`config.mk`:
```
export PLATFORM = sky130hd
export DESIGN_NAME = trajectory_draw_sequencer
export DESIGN_NICKNAME = d
export VERILOG_FILES = /design/src/rtl/trajectory_draw_sequencer_pkg.sv /design/src/rtl/trajectory_draw_sequencer_fill.sv /design/src/rtl/trajectory_draw_sequencer.sv
export SDC_FILE = /design/constraint.sdc
export NUM_CORES = 1
export LEC_CHECK = 0
export ABC_AREA = 1
export BUFFER_PORTS_ARGS = -buffer_cell sky130_fd_sc_hd__buf_2
export CAP_MARGIN = 15
export CORE_UTILIZATION = 61
export CTS_CLUSTER_DIAMETER = 120
export DETAILED_ROUTE_END_ITERATION = 8
export GPL_TIMING_DRIVEN = 0
export MAX_ROUTING_LAYER = met4
export PLACE_DENSITY_LB_ADDON = 0.3
export RECOVER_POWER = 50
export SLEW_MARGIN = 25
export SYNTH_ARGS = -nofsm -noshare
export SYNTH_HDL_FRONTEND = slang
export SYNTH_SLANG_ARGS = --single-unit
```
`constraint.sdc`:
```
create_clock -name clock -period 5.3 [get_ports clock]
set_clock_uncertainty 0.1 [all_clocks]
set_input_delay 1.06 -clock clock [delete_from_list [all_inputs] [get_ports clock]]
set_output_delay 1.06 -clock clock [all_outputs]
set_load 0.02 [all_outputs]
```
`src/rtl/trajectory_draw_sequencer_pkg.sv`:
```
// ============================================================================
// trajectory_draw_sequencer_pkg : framebuffer geometry and draw FSM encoding
// Revision: 1.0
// ============================================================================
`default_nettype none

package trajectory_draw_sequencer_pkg;

    localparam int unsigned FB_WIDTH    = 640;
    localparam int unsigned FB_HEIGHT   = 480;
    localparam int unsigned FB_PIX_MAX  = FB_WIDTH * FB_HEIGHT;
    localparam int unsigned PIX_ADDR_W  = 19;

    localparam int unsigned TRAJ_DEPTH  = 400;
    localparam int unsigned TRAJ_ADDR_W = 9;
    localparam logic [7:0]  TRAJ_COLOR  = 8'hE0;

    typedef enum logic [2:0] {
        ST_IDLE    = 3'd0,
        ST_ISSUE   = 3'd1,
        ST_WAIT_RD = 3'd2,
        ST_PRESENT = 3'd3,
        ST_NEXT    = 3'd4,
        ST_DONE    = 3'd5
    } draw_state_e;

    // Linear pixel location as stored in the trajectory memory.
    function automatic logic [PIX_ADDR_W-1:0] pix_loc(input int unsigned x,
                                                      input int unsigned y);
        return PIX_ADDR_W'(y * FB_WIDTH + x);
    endfunction

endpackage

`default_nettype wire

```
`src/rtl/trajectory_draw_sequencer_fill.sv`:
```
// ============================================================================
// traj_fill_tracker : mirrors the trajectory write pointer and fill level
// Revision: 1.0
// ============================================================================
`default_nettype none

module traj_fill_tracker
    import trajectory_draw_sequencer_pkg::*;
#(
    parameter int unsigned DEPTH  = TRAJ_DEPTH,
    parameter int unsigned ADDR_W = TRAJ_ADDR_W,
    parameter int unsigned FILL_W = $clog2(TRAJ_DEPTH + 1)
) (
    input  logic              clock_i,
    input  logic              resetn_i,
    input  logic              wr_pulse_i,
    input  logic              clear_i,
    output logic [ADDR_W-1:0] start_idx_o,
    output logic [FILL_W-1:0] fill_o
);

    localparam logic [ADDR_W-1:0] LAST_IDX = ADDR_W'(DEPTH - 1);
    localparam logic [FILL_W-1:0] FULL     = FILL_W'(DEPTH);

    logic [ADDR_W-1:0] wr_ptr_q;
    logic [FILL_W-1:0] fill_q;

    always_ff @(posedge clock_i or negedge resetn_i) begin
        if (!resetn_i) begin
            wr_ptr_q <= '0;
            fill_q   <= '0;
        end else if (clear_i) begin
            // clear beats a coincident write; that write is not counted
            wr_ptr_q <= '0;
            fill_q   <= '0;
        end else if (wr_pulse_i) begin
            wr_ptr_q <= (wr_ptr_q == LAST_IDX) ? '0 : wr_ptr_q + 1'b1;
            if (fill_q != FULL) begin
                fill_q <= fill_q + 1'b1;
            end
        end
    end

    // Once the ring has wrapped, the oldest entry sits at the write pointer.
    assign start_idx_o = (fill_q == FULL) ? wr_ptr_q : '0;
    assign fill_o      = fill_q;

endmodule

`default_nettype wire

```
`src/rtl/trajectory_draw_sequencer.sv`:
```
// ============================================================================
// trajectory_draw_sequencer : replays the trajectory ring into the framebuffer
// Revision: 1.0
// ============================================================================
`default_nettype none

module trajectory_draw_sequencer
    import trajectory_draw_sequencer_pkg::*;
#(
    parameter int unsigned DEPTH   = TRAJ_DEPTH,
    parameter int unsigned ADDR_W  = TRAJ_ADDR_W,
    parameter int unsigned DATA_W  = PIX_ADDR_W,
    parameter int unsigned PIX_MAX = FB_PIX_MAX,
    parameter int unsigned RD_LAT  = 1,
    parameter logic [7:0]  COLOR   = TRAJ_COLOR
) (
    input  logic              clock,
    input  logic              resetn,
    input  logic              wr_pulse,
    input  logic              clear,
    input  logic              vblank,
    output logic [ADDR_W-1:0] rd_draw_add,
    input  logic [DATA_W-1:0] rd_draw_out,
    output logic              px_valid,
    output logic [DATA_W-1:0] px_addr,
    output logic [7:0]        px_color,
    input  logic              px_ready,
    output logic              busy,
    output logic              frame_done,
    output logic              aborted
);

    localparam int unsigned       FILL_W    = $clog2(DEPTH + 1);
    localparam int unsigned       LAT_W     = (RD_LAT > 1) ? $clog2(RD_LAT) : 1;
    localparam logic [ADDR_W-1:0] LAST_IDX  = ADDR_W'(DEPTH - 1);
    localparam logic [DATA_W-1:0] PIX_LIMIT = DATA_W'(PIX_MAX);
    localparam logic [LAT_W-1:0]  LAT_LAST  = LAT_W'(RD_LAT - 1);

    logic [ADDR_W-1:0] start_idx;
    logic [FILL_W-1:0] fill;

    draw_state_e       state_q;
    logic              vblank_q;
    logic [ADDR_W-1:0] idx_q;
    logic [ADDR_W-1:0] idx_d;
    logic [FILL_W-1:0] visited_q;
    logic [FILL_W-1:0] visited_d;
    logic [FILL_W-1:0] count_q;
    logic [LAT_W-1:0]  lat_q;
    logic              abort_pend_q;
    logic [ADDR_W-1:0] rd_draw_add_q;
    logic              px_valid_q;
    logic [DATA_W-1:0] px_addr_q;
    logic              frame_done_q;
    logic              aborted_q;

    logic              vblank_rise;
    logic              stop_req;

    traj_fill_tracker #(
        .DEPTH  (DEPTH),
        .ADDR_W (ADDR_W),
        .FILL_W (FILL_W)
    ) u_fill (
        .clock_i     (clock),
        .resetn_i    (resetn),
        .wr_pulse_i  (wr_pulse),
        .clear_i     (clear),
        .start_idx_o (start_idx),
        .fill_o      (fill)
    );

    // A pass only makes sense inside blanking, so a low vblank level at any
    // point of the pass (not just its falling edge) abandons it.
    always_comb begin
        vblank_rise = vblank && !vblank_q;
        stop_req    = !vblank || clear;
        idx_d       = (idx_q == LAST_IDX) ? '0 : idx_q + 1'b1;
        visited_d   = visited_q + 1'b1;
    end

    always_ff @(posedge clock or negedge resetn) begin
        if (!resetn) begin
            state_q       <= ST_IDLE;
            vblank_q      <= 1'b0;
            idx_q         <= '0;
            visited_q     <= '0;
            count_q       <= '0;
            lat_q         <= '0;
            abort_pend_q  <= 1'b0;
            rd_draw_add_q <= '0;
            px_valid_q    <= 1'b0;
            px_addr_q     <= '0;
            frame_done_q  <= 1'b0;
            aborted_q     <= 1'b0;
        end else begin
            vblank_q     <= vblank;
            frame_done_q <= 1'b0;
            aborted_q    <= 1'b0;

            case (state_q)
                ST_IDLE: begin
                    if (vblank_rise) begin
                        if (fill == '0) begin
                            frame_done_q <= 1'b1;
                        end else begin
                            state_q       <= ST_ISSUE;
                            idx_q         <= start_idx;
                            rd_draw_add_q <= start_idx;
                            count_q       <= fill;
                            visited_q     <= '0;
                            abort_pend_q  <= 1'b0;
                        end
                    end
                end

                ST_ISSUE: begin
                    if (stop_req) begin
                        state_q   <= ST_IDLE;
                        aborted_q <= 1'b1;
                    end else begin
                        state_q <= ST_WAIT_RD;
                        lat_q   <= '0;
                    end
                end

                ST_WAIT_RD: begin
                    if (stop_req) begin
                        state_q   <= ST_IDLE;
                        aborted_q <= 1'b1;
                    end else if (lat_q == LAT_LAST) begin
                        px_addr_q  <= rd_draw_out;
                        px_valid_q <= (rd_draw_out < PIX_LIMIT);
                        state_q    <= ST_PRESENT;
                    end else begin
                        lat_q <= lat_q + 1'b1;
                    end
                end

                ST_PRESENT: begin
                    if (px_valid_q && !px_ready) begin
                        // Request is committed; remember the abort until it drains.
                        if (stop_req) begin
                            abort_pend_q <= 1'b1;
                        end
                    end else begin
                        px_valid_q <= 1'b0;
                        if (stop_req || abort_pend_q) begin
                            state_q      <= ST_IDLE;
                            aborted_q    <= 1'b1;
                            abort_pend_q <= 1'b0;
                        end else begin
                            state_q <= ST_NEXT;
                        end
                    end
                end

                ST_NEXT: begin
                    idx_q     <= idx_d;
                    visited_q <= visited_d;
                    if (visited_d == count_q) begin
                        state_q <= ST_DONE;
                    end else begin
                        state_q       <= ST_ISSUE;
                        rd_draw_add_q <= idx_d;
                    end
                end

                ST_DONE: begin
                    frame_done_q <= 1'b1;
                    state_q      <= ST_IDLE;
                end

                default: begin
                    state_q    <= ST_IDLE;
                    px_valid_q <= 1'b0;
                end
            endcase
        end
    end

    assign rd_draw_add = rd_draw_add_q;
    assign px_valid    = px_valid_q;
    assign px_addr     = px_addr_q;
    assign px_color    = COLOR;
    assign busy        = (state_q != ST_IDLE);
    assign frame_done  = frame_done_q;
    assign aborted     = aborted_q;

endmodule

`default_nettype wire

```
==> impl_metrics.env <==
export IMPL_clkLatencyLatePin_ps=350
export IMPL_final_area_sq_um=4815
export IMPL_die_h_microns=85.02
export IMPL_reg2reg_slack_ps=3290
export IMPL_grtUsageTotal=0.2865
export IMPL_reg2reg_to="visited_q[7]$_DFFE_PN0P_"
export IMPL_cts_max_level=3
export IMPL_p_per_area_nw_per_um2=337.6
export IMPL_final_cells=693
export IMPL_design_die_area_sq_um=7228
export IMPL_setup_worst_path_end_class="output pin"
export IMPL_final_layout_size_suffix_gt1_frac=0.1656
export IMPL_finalCriticalPeriod_ps=2670
export IMPL_grt_start_max_net_pins=57
export IMPL_crit_path_frequent_cell="inv_1"
export IMPL_crit_start="state_q[1]$_DFFE_PN0P_"
export IMPL_io_pins=65
export IMPL_yosysWarnings=0
export IMPL_port_buffers=56
export IMPL_grt_pass1_wl_mm=16.01
export IMPL_hold_start="px_addr[6]$_DFFE_PN0P_"
export IMPL_routed_via_density=5.551
export IMPL_startpoint_type="flip-flop"
export IMPL_cts_root_buf="clkbuf_8"
export IMPL_grt_ovfl_total=0
export IMPL_ys_ff_latch=81
export IMPL_drc=0
export IMPL_cpMaxStageDelayCell="dfrtp_1"
export IMPL_worst_r2r_startpoint="u_fill.fill_o[0]$_DFFE_PN0P_"
export IMPL_final_max_slew_viol_count=0
export IMPL_endpoint="busy"
export IMPL_routed_wl_mm=9.315
export IMPL_final_antenna_net_count=0
export IMPL_setup_violations=0
export IMPL_antenna_cells=0
export IMPL_dp_cells=677
export IMPL_p_leak_nw=2.435
export IMPL_die_x_microns=85.02
export IMPL_rsz0062_at_grt="no"
export IMPL_post_cts_buffers=0
export IMPL_cp_depth=5
export IMPL_crit_chain="nor2_1 > inv_1 > nor2_2 > inv_1 > buf_2"
export IMPL_dr_pass1_iters=6
export IMPL_crit_path_max_incr_delay_ps=420
export IMPL_peakVddDrop_mv=0.3033
export IMPL_finalCritPeriodShare=0.5039
export IMPL_place_area_sq_um=4633
export IMPL_crit_required_ps=4140
export IMPL_cts_path_max_buffers=2
export IMPL_relSlewSlack=0.004091
export IMPL_start_util=0.6473
export IMPL_reg2regPathDepth=9
export IMPL_core_area_sq_um=6495
export IMPL_maxCapViolCount=1
export IMPL_fmax_mhz=374.5
export IMPL_synth_area_sq_um=4204
export IMPL_hp_class="flip-flop to flip-flop"
export IMPL_areaGrowthSynthToFinish_pct=14.52
export IMPL_syn_inst=537
export IMPL_ys_types=35
export IMPL_clkTransAtPathRegs_ps=80
export IMPL_cts_buffers=9
export IMPL_critical_path_class="flip-flop to output pin"
export IMPL_first_global_vias=3613
export IMPL_nets=641
export IMPL_cts_hold_buffers=0
export IMPL_ys_seq_area_frac=0.4821
export IMPL_antenna_found_initial=0
export IMPL_arrival_ps=1510
export IMPL_hpwl_mm=6.868
export IMPL_status="finished, violations left"
export IMPL_worst_slew_pin_slew_ps=1494
export IMPL_cts_tree="built"
export IMPL_path_max_fanout=5
export IMPL_syn_avg_cell_area_sq_um=7.829
export IMPL_via_count=3847
export IMPL_std_cell_rows=29
export IMPL_violations="capacitance limit"
export IMPL_fin_tns_setup_ps=0
export IMPL_critPathBufInv=3
export IMPL_cts_sinks=81
export IMPL_drt_iter0_drc=304
export IMPL_gp_congestion=0.8873
export IMPL_wl_per_cell_microns=13.44
export IMPL_cpLargestDelayFamily="flip-flops"
export IMPL_cts_resized=0
export IMPL_hold_viol=0
## cell type report
class / count / area (sq um)
sequential: 81 / 2027
multi-input combinational: 381 / 1856
fill: 483 / 1680
timing repair buffer: 57 / 305.3
inverter: 62 / 232.7
clock buffer: 11 / 131.4
buffer: 19 / 110.1
tap: 77 / 96.34
clock inverter: 5 / 56.30
## logic make-up after synthesis
family | share of synthesized area
AO/OA/AOI/OAI | 0.1027
AND/OR/NAND/NOR | 0.3042
flip-flops | 0.4821
other | 0.001786
XOR/XNOR | 0.01250
adder cells (fa/ha/maj) | 0.01488
buffers and inverters | 0.08185
## flip-flops by register name (all words and copies together), names as in the netlist
name and count:
abort_pend_q 1, frame_done 1, state_q 3, u_fill.wr_ptr_q 9
visited_q 9, rd_draw_add 9, vblank_q 1, u_fill.fill_o 9
aborted 1, idx_q 9, px_valid 1, count_q 9
px_addr 19
## metrics by stage
step / power (mW) / utilization / hold WS, ps / worst slack [ps]
floorplan: 1.053 / - / 366.1 / 3220
global placement: 1.180 / 0.7087 / 357.6 / 2507
detailed placement: 1.199 / 0.7134 / 360.4 / 2826
CTS: 1.633 / 0.7422 / 381.9 / 2627
global route: 1.711 / 0.7413 / 394.5 / 2497
finish: 1.625 / 0.7413 / 379.1 / 2630
## cells in the mapped netlist, drive strengths merged
| cell | instances | share of area |
|---|---|---|
| nor2 | 37 | 0.044 |
| nand3 | 60 | 0.074 |
| inv | 61 | 0.054 |
| o21bai | 1 | 0.0018 |
| conb | 2 | 0.0018 |
| dfrtp | 81 | 0.48 |
| xor2 | 5 | 0.010 |
| clkbuf | 3 | 0.0027 |
| or2 | 1 | 0.0015 |
| a22oi | 1 | 0.0018 |
| a31oi | 1 | 0.0051 |
| nand4 | 9 | 0.017 |
| nor3 | 10 | 0.013 |
| o21ai | 58 | 0.069 |
| nand2 | 161 | 0.15 |
| nor4 | 1 | 0.0015 |
| nand3b | 4 | 0.0071 |
| buf | 16 | 0.024 |
| ha | 5 | 0.015 |
| o22ai | 8 | 0.012 |
| a21oi | 8 | 0.0095 |
| clkinv | 1 | 0.00089 |
| a211oi | 2 | 0.0036 |
| xnor2 | 1 | 0.0021 |
## power by group
| part | internal (mW) | switching (mW) |
|---|---|---|
| Clock | 0.217 | 0.218 |
| Sequential | 0.711 | 0.0557 |
| Combinational | 0.139 | 0.284 |
| Total | 1.07 | 0.558 |
## tightest hold or removal path: cells and delay by family (launching register included)
family | cells | cell delay, ps
flip-flops | 1 | 350
AND/OR/NAND/NOR | 2 | 100
## cell usage in the layout, fill, tap and decap left out, types with 3 or more instances in the layout
cell / n
clkbuf_8: 9
nor2_2: 3
clkbuf_1: 8
nand4_1: 8
o21ai_1: 6
conb_1: 8
dfrtp_1: 81
o22ai_1: 8
nor3_1: 9
nor2_4: 3
nand3b_1: 4
inv_1: 58
buf_4: 8
xor2_1: 5
nand3_1: 58
nor2_1: 30
a21oi_1: 8
o21ai_0: 52
buf_2: 61
nand2_1: 159
ha_1: 5
inv_2: 3
## how the worst min path moves through the flow
| stage | cells after the start | endpoint |
|---|---|---|
| floorplan | 2 | count_q[2]$_DFFE_PN0P_ |
| global placement | 2 | px_addr[4]$_DFFE_PN0P_ |
| detailed placement | 2 | px_addr[6]$_DFFE_PN0P_ |
| CTS | 2 | px_addr[7]$_DFFE_PN0P_ |
| global route | 2 | px_addr[7]$_DFFE_PN0P_ |
| finish | 2 | px_addr[6]$_DFFE_PN0P_ |
## layer usage
metal	GRT usage	vias up	wire [microns]
met5	-	-	0
met2	0.4223	150	4303
met3	0.03794	18	518
li1	-	1883	-
met4	0.1233	0	130
met1	0.4012	1796	4362
(Power assumes the default switching activity.)
